## src/rtl/vec_instr_issuer.sv

```systemverilog
// Vector instruction issuer: encodes field-level requests into RVV (v0.8-style) words,
// queues them and issues one per start pulse. Optional issue counter: VEC_ISSUE_CNT_EN.
module vec_instr_issuer #(
  parameter int DEPTH     = 4,
  parameter int ISSUE_GAP = 2,
  parameter int GAP_W     = 4
) (
  input  logic        clk,
  input  logic        rstn,
  input  logic        flush,
  input  logic        req_valid,
  output logic        req_ready,
  input  logic [1:0]  req_kind,
  input  logic [2:0]  req_alu_op,
  input  logic [4:0]  req_vd,
  input  logic [4:0]  req_vs1,
  input  logic [4:0]  req_vs2,
  input  logic        req_vm,
  input  logic [2:0]  req_vsew,
  input  logic [1:0]  req_vlmul,
  output logic [31:0] vector_instruction,
  output logic        start,
`ifdef VEC_ISSUE_CNT_EN
  output logic [15:0] issued_count,
`endif
  output logic        issue_busy
);

  localparam int         AW        = $clog2(DEPTH);
  localparam logic [6:0] OPC_OPV   = 7'b1010111;
  localparam logic [6:0] OPC_LOAD  = 7'b0000111;
  localparam logic [6:0] OPC_STORE = 7'b0100111;

  typedef enum logic [1:0] {
    KIND_ALU   = 2'd0,
    KIND_LOAD  = 2'd1,
    KIND_STORE = 2'd2,
    KIND_VSET  = 2'd3
  } kind_e;

  typedef enum logic {
    ST_IDLE = 1'b0,
    ST_GAP  = 1'b1
  } state_e;

  // ---------------------------------------------------------------------------
  // Request encoder
  // ---------------------------------------------------------------------------
  logic [5:0]  funct6;
  logic [2:0]  funct3;
  logic [1:0]  sew_lo;
  logic [2:0]  mem_width;
  logic [10:0] zimm;
  logic [31:0] enc_word;

  // NOTE: every always_comb output gets a default first, so no path can infer a latch.
  always_comb begin
    funct6 = 6'b000000;
    funct3 = 3'b000;
    case (req_alu_op)
      3'd0:    funct6 = 6'b000000;
      3'd1:    funct6 = 6'b000010;
      3'd2:    funct6 = 6'b001001;
      3'd3:    funct6 = 6'b001010;
      3'd4:    funct6 = 6'b001011;
      3'd5:    funct6 = 6'b000100;
      3'd6:    funct6 = 6'b000110;
      default: begin
        funct6 = 6'b100101;
        funct3 = 3'b010;
      end
    endcase
  end

  // SEW codes 4-7 alias onto 0-3.
  always_comb begin
    sew_lo = 2'd0;
    case (req_vsew)
      3'd0, 3'd4: sew_lo = 2'd0;
      3'd1, 3'd5: sew_lo = 2'd1;
      3'd2, 3'd6: sew_lo = 2'd2;
      default:    sew_lo = 2'd3;
    endcase
  end

  always_comb begin
    mem_width = 3'b000;
    case (sew_lo)
      2'd0:    mem_width = 3'b000;
      2'd1:    mem_width = 3'b101;
      2'd2:    mem_width = 3'b110;
      default: mem_width = 3'b111;
    endcase
  end

  assign zimm = {4'b0000, 2'b00, 1'b0, sew_lo, req_vlmul};

  always_comb begin
    enc_word = '0;
    case (kind_e'(req_kind))
      KIND_ALU:
        enc_word = {funct6, req_vm, req_vs2, req_vs1, funct3, req_vd, OPC_OPV};
      KIND_LOAD:
        enc_word = {3'b000, 1'b0, 2'b00, req_vm, 5'b00000, req_vs1, mem_width,
                    req_vd, OPC_LOAD};
      KIND_STORE:
        enc_word = {3'b000, 1'b0, 2'b00, req_vm, 5'b00000, req_vs1, mem_width,
                    req_vd, OPC_STORE};
      default:
        enc_word = {1'b0, zimm, req_vs1, 3'b111, req_vd, OPC_OPV};
    endcase
  end

  // ---------------------------------------------------------------------------
  // FIFO (extra pointer bit separates full from empty)
  // ---------------------------------------------------------------------------
  logic [AW:0]  wr_ptr_q, wr_ptr_d;
  logic [AW:0]  rd_ptr_q, rd_ptr_d;
  logic [31:0]  mem_q [DEPTH];
  logic         fifo_empty;
  logic         fifo_full;
  logic         push;
  logic         pop;

  assign fifo_empty = (wr_ptr_q == rd_ptr_q);
  assign fifo_full  = (wr_ptr_q[AW] != rd_ptr_q[AW]) &&
                      (wr_ptr_q[AW-1:0] == rd_ptr_q[AW-1:0]);
  assign req_ready  = !fifo_full;
  assign push       = req_valid && req_ready && !flush;

  always_comb begin
    wr_ptr_d = wr_ptr_q;
    rd_ptr_d = rd_ptr_q;
    if (flush) begin
      wr_ptr_d = '0;
      rd_ptr_d = '0;
    end else begin
      if (push) wr_ptr_d = wr_ptr_q + 1'b1;
      if (pop)  rd_ptr_d = rd_ptr_q + 1'b1;
    end
  end

  // NOTE: storage array has no reset; the pointers alone define which entries are valid.
  always_ff @(posedge clk) begin
    if (push) mem_q[wr_ptr_q[AW-1:0]] <= enc_word;
  end

  // ---------------------------------------------------------------------------
  // Issue FSM: state register / next state / outputs
  // ---------------------------------------------------------------------------
  state_e            state_q, state_d;
  logic [GAP_W-1:0]  gap_cnt_q, gap_cnt_d;
  logic [31:0]       instr_q, instr_d;
  logic              start_q, start_d;

  // NOTE: sequential state uses non-blocking assignments only, so all flops update together.
  always_ff @(posedge clk or negedge rstn) begin
    if (!rstn) state_q <= ST_IDLE;
    else       state_q <= state_d;
  end

  always_comb begin
    state_d = state_q;
    if (flush) begin
      state_d = ST_IDLE;
    end else begin
      case (state_q)
        ST_IDLE: if (!fifo_empty && (ISSUE_GAP != 0)) state_d = ST_GAP;
        ST_GAP:  if (gap_cnt_q <= GAP_W'(1))           state_d = ST_IDLE;
        default: state_d = ST_IDLE;
      endcase
    end
  end

  always_comb begin
    pop       = 1'b0;
    start_d   = 1'b0;
    instr_d   = instr_q;
    gap_cnt_d = gap_cnt_q;
    if (flush) begin
      gap_cnt_d = '0;
    end else begin
      case (state_q)
        ST_IDLE: begin
          if (!fifo_empty) begin
            pop       = 1'b1;
            start_d   = 1'b1;
            instr_d   = mem_q[rd_ptr_q[AW-1:0]];
            gap_cnt_d = GAP_W'(ISSUE_GAP);
          end
        end
        ST_GAP:  gap_cnt_d = gap_cnt_q - GAP_W'(1);
        default: gap_cnt_d = '0;
      endcase
    end
  end

  always_ff @(posedge clk or negedge rstn) begin
    if (!rstn) begin
      wr_ptr_q  <= '0;
      rd_ptr_q  <= '0;
      gap_cnt_q <= '0;
      instr_q   <= '0;
      start_q   <= 1'b0;
    end else begin
      wr_ptr_q  <= wr_ptr_d;
      rd_ptr_q  <= rd_ptr_d;
      gap_cnt_q <= gap_cnt_d;
      instr_q   <= instr_d;
      start_q   <= start_d;
    end
  end

  assign vector_instruction = instr_q;
  assign start              = start_q;
  assign issue_busy         = !fifo_empty || (state_q == ST_GAP);

`ifdef VEC_ISSUE_CNT_EN
  // Counts start pulses; survives flush, wraps naturally at 16 bits.
  logic [15:0] issued_cnt_q, issued_cnt_d;

  always_comb begin
    issued_cnt_d = issued_cnt_q;
    if (start_d) issued_cnt_d = issued_cnt_q + 16'd1;
  end

  always_ff @(posedge clk or negedge rstn) begin
    if (!rstn) issued_cnt_q <= '0;
    else       issued_cnt_q <= issued_cnt_d;
  end

  assign issued_count = issued_cnt_q;
`endif

endmodule

```

## config.mk

```make
export PLATFORM = sky130hd
export DESIGN_NAME = vec_instr_issuer
export DESIGN_NICKNAME = d
export VERILOG_FILES = /design/src/rtl/vec_instr_issuer.sv
export SDC_FILE = /design/constraint.sdc
export NUM_CORES = 1
export LEC_CHECK = 0
export CAP_MARGIN = 20
export CORE_MARGIN = 3
export CORE_UTILIZATION = 60
export CTS_CLUSTER_DIAMETER = 100
export DETAILED_ROUTE_END_ITERATION = 7
export GPL_TIMING_DRIVEN = 1
export HOLD_SLACK_MARGIN = 0.05
export PLACE_DENSITY = 0.85
export SETUP_SLACK_MARGIN = 0.2
export SLEW_MARGIN = 20
export SYNTH_ARGS = -nofsm -noshare
export SYNTH_HDL_FRONTEND = slang
export SYNTH_SLANG_ARGS = --single-unit
export TNS_END_PERCENT = 1
```

## constraint.sdc

```tcl
create_clock -name clk -period 3.4 [get_ports clk]
set_input_delay 0.51 -clock clk [delete_from_list [all_inputs] [get_ports clk]]
set_output_delay 0.51 -clock clk [all_outputs]
set_load 0.05 [all_outputs]
```

==> results.md, run 1 <==
* Mapped Cells at approximately 320
* Worst Setup End Kind: output pin
* First-pass GRT wire length at around 19000 µm
* Starting Density at between 60 and 70%
* Total leakage power at approximately 2.7 nW
* Root buffer cell: clkbuf_8
* Setup repair after global routing missed its margin: false
* Area growth, synth to finish at 22.0%
* CTS clock-pin slew for the worst setup and hold paths at 0.06 ns
* I/O pins at 65
* Post-CTS sizing at 0
* Die X at approximately 110 µm
* Hold buffers post-CTS at 0
* CTS tree: yes
* Setup ws final at approximately 0.44 ns
* DPL Wire Length at about 7000 µm
* Fin Setup TNS at 0 ns
* CP Cell Sequence: xor2_1 -> nor4_1 -> inv_1 -> buf_4
* Worst EP required at between 2 and 3 ns
* Number of synthesized flops with an enable pin at about 100
* Final worst-path cycle share at roughly 87%
* Initial antenna violation count at 0
* Slew HR at a little over a third
* Largest net degree at the start of global routing at 40
* Worst path slowest cell: nor4_1
* CP max FO at 15
* Reg power frac at 37.7%
* Ys flop type: edfxtp_1
* Status: finished, final reports clean
* DR vias at approximately 3200
* Clk pwr share at a little over a quarter
* Crit-path max cell delay at approximately 0.67 ns
* H-tree levels at 4
* Total Wirelength at between 10000 and 15000 µm
* Switching pwr at roughly 2.3 mW
* HP Class: primary input to asynchronous set/reset pin
* Yosys reg bits at ~140
* P_int at just over 4 mW
* Mapped Avg Cell Area at 18.4 µm²
* Final ANT Viol Nets at 0
* Cell family with most CP delay: simple AND/OR/NAND/NOR gates
* Post-route minimum period at slightly below 3 ns
* GPL Wtd Cong at approximately 0.84
* Share of total power in combinational logic at between 30% and 40%
* Fin Hold WS at roughly 0.15 ns
* DRC Markers at 0
* Async SR Flop Fraction at between 20% and 30%
* Share of layout cells above drive strength 1 at 25.9%
* Worst-margin pin slew at between 0.9 and 1 ns
* Vias per cell at around 5.9
* Antenna Cells at 0
* Peak VDD IR at 0.435 mV
* Vias in the first global route at 3399
* Final Setup Violations at 0
* Sink Count at 143
* DRT iter0 DRCs at 232
* Max-slew violations at 0
* I/O Buffers at ~60
* Path type of the worst setup path: flip-flop to output pin
* CTS max path bufs at 2
* Setup Buffers After CTS at 0
* Nets at roughly 440
* Pre-CTS setup slack at ~0.77 ns
* Core box area at about 9400 µm²
* Gr usage total at 22.8%
* Worst EP arrival at between 2 and 2.5 ns
* Part of the Yosys area used for sequential elements at 69.0%
* Post-Syn Area at a little under 6000 µm²
* Sw frac at 35.9%
* Yosys warns at 0
* DIE HEIGHT at ~110 µm
* Distinct cells, synth at 45
* Wire per inst at ~22 µm
* WP buf/inv at 2
* CTS Buf Count at 17
* Power per cell area at 868 nW/µm²
* Maxcap violations at 0
* Worst skew pair latency at between 0.5 and 0.6 ns
* DIE AREA at approximately 11000 µm²
* Max Clk Rate at 0.338 GHz
* Startpoint types: flip-flop
* Row Count at 35
* Clock skew at between 0.01 and 0.015 ns
* Final Hold Viols at 0
* GRT Residual Overflow at 0
* Pre-Repair DR Iteration Count at 4
[Yosys cell counts, types with 2 or more instances]
cell | number | area (µm²)
edfxtp_1 | 104 | 3120
dfrtp_1 | 39 | 976
mux4_2 | 26 | 586
mux2_4 | 18 | 270
inv_1 | 13 | 48.8
ha_1 | 11 | 138
mux2_2 | 11 | 124
clkbuf_1 | 8 | 30.0
nor2_1 | 8 | 30.0
buf_4 | 6 | 45.0
a21oi_1 | 5 | 25.0
and2_1 | 5 | 31.3
nand2_1 | 5 | 18.8
nand2b_1 | 4 | 25.0
nor2b_1 | 4 | 25.0
o21ai_0 | 4 | 20.0
xnor2_1 | 4 | 35.0
a22o_1 | 3 | 26.3
nand3_1 | 3 | 15.0
nor3_1 | 3 | 15.0
nor4_1 | 3 | 18.8
xor2_1 | 3 | 26.3
a211o_1 | 2 | 17.5
a21o_1 | 2 | 15.0
a31oi_1 | 2 | 12.5
buf_2 | 2 | 10.0
buf_6 | 2 | 22.5
nand4_1 | 2 | 12.5
nor3b_1 | 2 | 15.0
o311ai_0 | 2 | 17.5
o31a_1 | 2 | 17.5
o31ai_1 | 2 | 15.0
[cell type report]
class / instances / area, µm²
clock buffer: 17 / 414
clock inverter: 15 / 140
fill: 509 / 2170
inverter: 13 / 48.8
multi-input combinational: 150 / 1690
sequential: 143 / 4100
tap: 129 / 161
timing repair buffer: 72 / 696
[power by group through the flow]
stage               registers (mW)  logic (mW)  clock network, mW
finish                        2.37        2.21               1.70
global route                  2.42        2.32               1.81
CTS                           2.38        2.23               1.73
detailed placement            2.40        2.20                  0
global placement              2.38        2.15                  0
floorplan                     2.89        1.06                  0
[cells in the final DEF, fill, tap and decap left out, drive strengths merged, types with 3 or more instances in the layout]
cell type / count
clkbuf: 17
mux2: 29
and2: 5
xnor2: 4
buf: 14
o21ai: 4
a21oi: 5
nand2b: 4
a22o: 3
nand2: 5
ha: 11
nor2b: 4
edfxtp: 104
clkinv: 4
dfrtp: 39
nor2: 8
nand3: 3
o311ai: 3
clkdlybuf4s50: 58
mux4: 26
nor3: 3
nor4: 3
xor2: 4
inv: 22
[sequential cells by signal, summed over array words and instances, names as in the netlist]
name / count
start: 1
rd_ptr_q: 3
mem_q: 104
gap_cnt_q: 4
state_q: 1
vector_instruction: 27
wr_ptr_q: 3
[metrics by stage]
stage	instances	power, mW	utilization (%)	instance area [µm²]
after global routing	539	6.55	77.0	7250
after floorplan	324	3.95	-	5940
after CTS	539	6.34	77.0	7250
after global placement	507	4.53	71.1	6690
after detailed placement	507	4.60	71.1	6690
final	539	6.29	77.0	7250
[metal layers]
metal / GRT usage (%) / vias up / part of all wire [%]
li1: - / 1409 / -
met3: 6.43 / 16 / 6.1
met1: 29.5 / 1652 / 41
met4: 7.97 / 0 / 1.2
met2: 37.5 / 124 / 52
met5: 0 / - / 0
[cells by family (layout without fill, tap and decap cells)]
| family | after synthesis | in the layout | share of synthesized area (%) |
|---|---|---|---|
| simple gates | 42 | 42 | 3.88 |
| other cells | 1 | 2 | 0.0632 |
| xor+xnor | 8 | 8 | 1.31 |
| mux | 55 | 55 | 16.5 |
| fa+ha+maj | 11 | 11 | 2.32 |
| flops | 143 | 143 | 69.0 |
| compound gates | 32 | 32 | 4.26 |
| buf+inv | 31 | 117 | 2.63 |
[worst paths after layout]
| path | startpoint | endpoint | slack, ns | depth (start not counted) |
|---|---|---|---|---|
| worst max-delay path | rd_ptr_q[0] | issue_busy | 0.44 | 4 |
| worst min-delay path | rstn | gap_cnt_q[2] | 0.15 | 1 |
| worst max register to register | rd_ptr_q[0] | mem_q[1][27] | 0.80 | 4 |
| worst min register to register | vector_instruction[29] | vector_instruction[29] | 0.51 | 1 |
| max in group asynchronous | rstn | rd_ptr_q[0] | 2.59 | 1 |
| min in group clk | vector_instruction[29] | vector_instruction[29] | 0.51 | 1 |
No activity file was read; power rests on OpenSTA's default activity.
==> inputs of run 2 (changes only) <==
--- a/config.mk
+++ b/config.mk
@@ -7,12 +7,12 @@
 export LEC_CHECK = 0
 export CAP_MARGIN = 20
 export CORE_MARGIN = 3
-export CORE_UTILIZATION = 60
+export CORE_UTILIZATION = 35
 export CTS_CLUSTER_DIAMETER = 100
 export DETAILED_ROUTE_END_ITERATION = 7
 export GPL_TIMING_DRIVEN = 1
 export HOLD_SLACK_MARGIN = 0.05
-export PLACE_DENSITY = 0.85
+export PLACE_DENSITY = 0.57
 export SETUP_SLACK_MARGIN = 0.2
 export SLEW_MARGIN = 20
 export SYNTH_ARGS = -nofsm -noshare
==> constraint.sdc (replaced) <==
create_clock -name clk -period 2.6 [get_ports clk]
set_input_delay 0.39 -clock clk [delete_from_list [all_inputs] [get_ports clk]]
set_output_delay 0.39 -clock clk [all_outputs]
set_load 0.05 [all_outputs]
==> run 2 against run 1 <==
Routed wire length is 1.6% higher; first-iteration DRC count is 43% lower; die area is 67% higher; non-clock buffer count is 7 higher; via count is 1.7% lower; clock skew is 0.0046 ns lower; total power is 35% higher; worst setup slack worse by 0.11 ns; worst hold slack better by 0.36 ns; highest routed layer unchanged.
==> results.md, run 2 (same netlist as run 1, synthesis figures left out) <==
* Status: finished, final reports clean
* Fin Hold WS at around 0.50 ns
* Initial antenna violation count at 0
* Final worst-path cycle share at 87.3%
* Worst Setup End Kind: output pin
* Max Clk Rate at about 0.44 GHz
* CTS max path bufs at 2
* Row Count at 46
* I/O Buffers at 61
* CTS tree: yes
* DRT iter0 DRCs at 133
* Gr usage total at between 10% and 20%
* Worst EP arrival at 1.88 ns
* Pre-Repair DR Iteration Count at 4
* Post-CTS sizing at 0
* Nets at 445
* DRC Markers at 0
* Path type of the worst setup path: flip-flop to output pin
* Worst skew pair latency at 0.42 ns
* Maxcap violations at 0
* Final ANT Viol Nets at 0
* Share of layout cells above drive strength 1 at between 20% and 30%
* Placed cells at 600
* Starting Density at between 30% and 40%
* Core box area at 16200 µm²
* Pre-CTS setup slack at around 0.22 ns
* DIE HEIGHT at 136 µm
* Fin Setup TNS at 0 ns
* Final Setup Violations at 0
* Core Util, Final at 46.0%
* Vias in the first global route at roughly 3300
* Area growth, synth to finish at 25.7%
* Worst path slowest cell: dfrtp_1
* Commonest cells after routing, fill and taps aside: 104 x edfxtp_1, 58 x clkdlybuf4s50_1, 38 x dfrtp_1
* Finished Layout Cells at 633
* Sink Count at between 100 and 150
* Final Hold Viols at 0
* CP max FO at 6
* Max reg flops at about 100
* CTS clock-pin slew for the worst setup and hold paths at around 0.06 ns
* CTS Buf Count at 17
* DIE AREA at about 19000 µm²
* Startpoint types: flip-flop
* Setup ws final at between 0.3 and 0.4 ns
* DPL Wire Length at approximately 7400 µm
* DR vias at 3147
* GRT Residual Overflow at 0
* Crit-path max cell delay at 0.46 ns
* HP Class: flip-flop to flip-flop
* Worst-margin pin slew at 0.629 ns
* Wire per inst at between 15 and 20 µm
* Max-slew violations at 0
* Antenna Cells at 0
* Largest net degree at the start of global routing at 27
* CP Cell Sequence: xor2_1 -> nor4_1 -> inv_1 -> buf_4
* Post-route minimum period at 2.27 ns
* Slew HR at 58.1%
* Power per cell area at 1140 nW/µm²
* Peak VDD IR at approximately 0.59 mV
* Setup repair after global routing missed its margin: false
* GPL Wtd Cong at between 0.7 and 0.8
* Worst EP required at about 2.2 ns
* I/O pins at 65
* Die X at between 100 and 150 µm
* Commonest non-fill, non-tap cell in the layout: edfxtp_1
* Total Wirelength at between 10000 and 15000 µm
* Vias per cell at just under 5
* Total leakage power at 2.75 nW
* Setup Buffers After CTS at 0
* First-pass GRT wire length at ~19000 µm
* Root buffer cell: clkbuf_16
* Clock skew at around 0.0083 ns
* H-tree levels at 4
run 2: final cells by class:
type | count | area (µm²)
fillers | 1418 | 8770
flip-flops and latches | 143 | 4100
multi-input cells | 150 | 1690
repair buffers | 79 | 763
clock buffers | 24 | 452
well taps | 216 | 270
clock inverters | 8 | 143
inverters | 13 | 48.8
run 2: path summary, 6_finish.rpt:
check | startpoint | endpoint | slack [ns] | depth (start not counted)
max reg2reg | rd_ptr_q[1] | mem_q[2][23] | 0.58 | 4
max in group asynchronous | rstn | vector_instruction[24] | 1.37 | 3
min reg2reg | vector_instruction[7] | vector_instruction[7] | 0.50 | 1
min in group asynchronous | rstn | vector_instruction[8] | 0.53 | 2
min | vector_instruction[7] | vector_instruction[7] | 0.50 | 1
max | wr_ptr_q[0] | issue_busy | 0.33 | 4
run 2: metal layers:
metal	global-route usage, %	up-vias	wire, µm
met4	5.66	0	187
met2	21.7	82	5850
li1	-	1422	-
met5	0	-	0
met1	18.2	1630	5210
met3	3.55	13	544
run 2: worst max-delay path: cells and delay by family (launching register included):
family	cells	cell delay (ns)
XOR/XNOR	1	0.28
flip-flops	1	0.46
buffers and inverters	2	0.29
AND/OR/NAND/NOR	1	0.43
run 2: power by group:
group / switching [mW] / total, mW / internal, mW
registers: 0.234 / 3.05 / 2.82
clock network: 0.873 / 2.47 / 1.60
logic: 1.67 / 2.96 / 1.29
total: 2.78 / 8.49 / 5.71
run 2: through the flow:
step	area (µm²)	total power, mW
after floorplan	5940	5.17
after global placement	6860	6.06
after detailed placement	6860	6.10
after CTS	7460	8.60
after global routing	7460	8.87
final	7460	8.49
run 2: timing repair:
action                                  4_1_cts  5_1_grt
endpoints found under the setup margin        0        0
hold endpoints to repair                     24        0
hold buffers                                  1        0
==> inputs of run 3 (changes only) <==
--- a/config.mk
+++ b/config.mk
@@ -5,7 +5,7 @@
 export SDC_FILE = /design/constraint.sdc
 export NUM_CORES = 1
 export LEC_CHECK = 0
-export CAP_MARGIN = 20
+export CAP_MARGIN = 5
 export CORE_MARGIN = 3
 export CORE_UTILIZATION = 35
 export CTS_CLUSTER_DIAMETER = 100
==> results of run 3 <==
The final DEF is identical to that of run 2; final timing and power are the same.
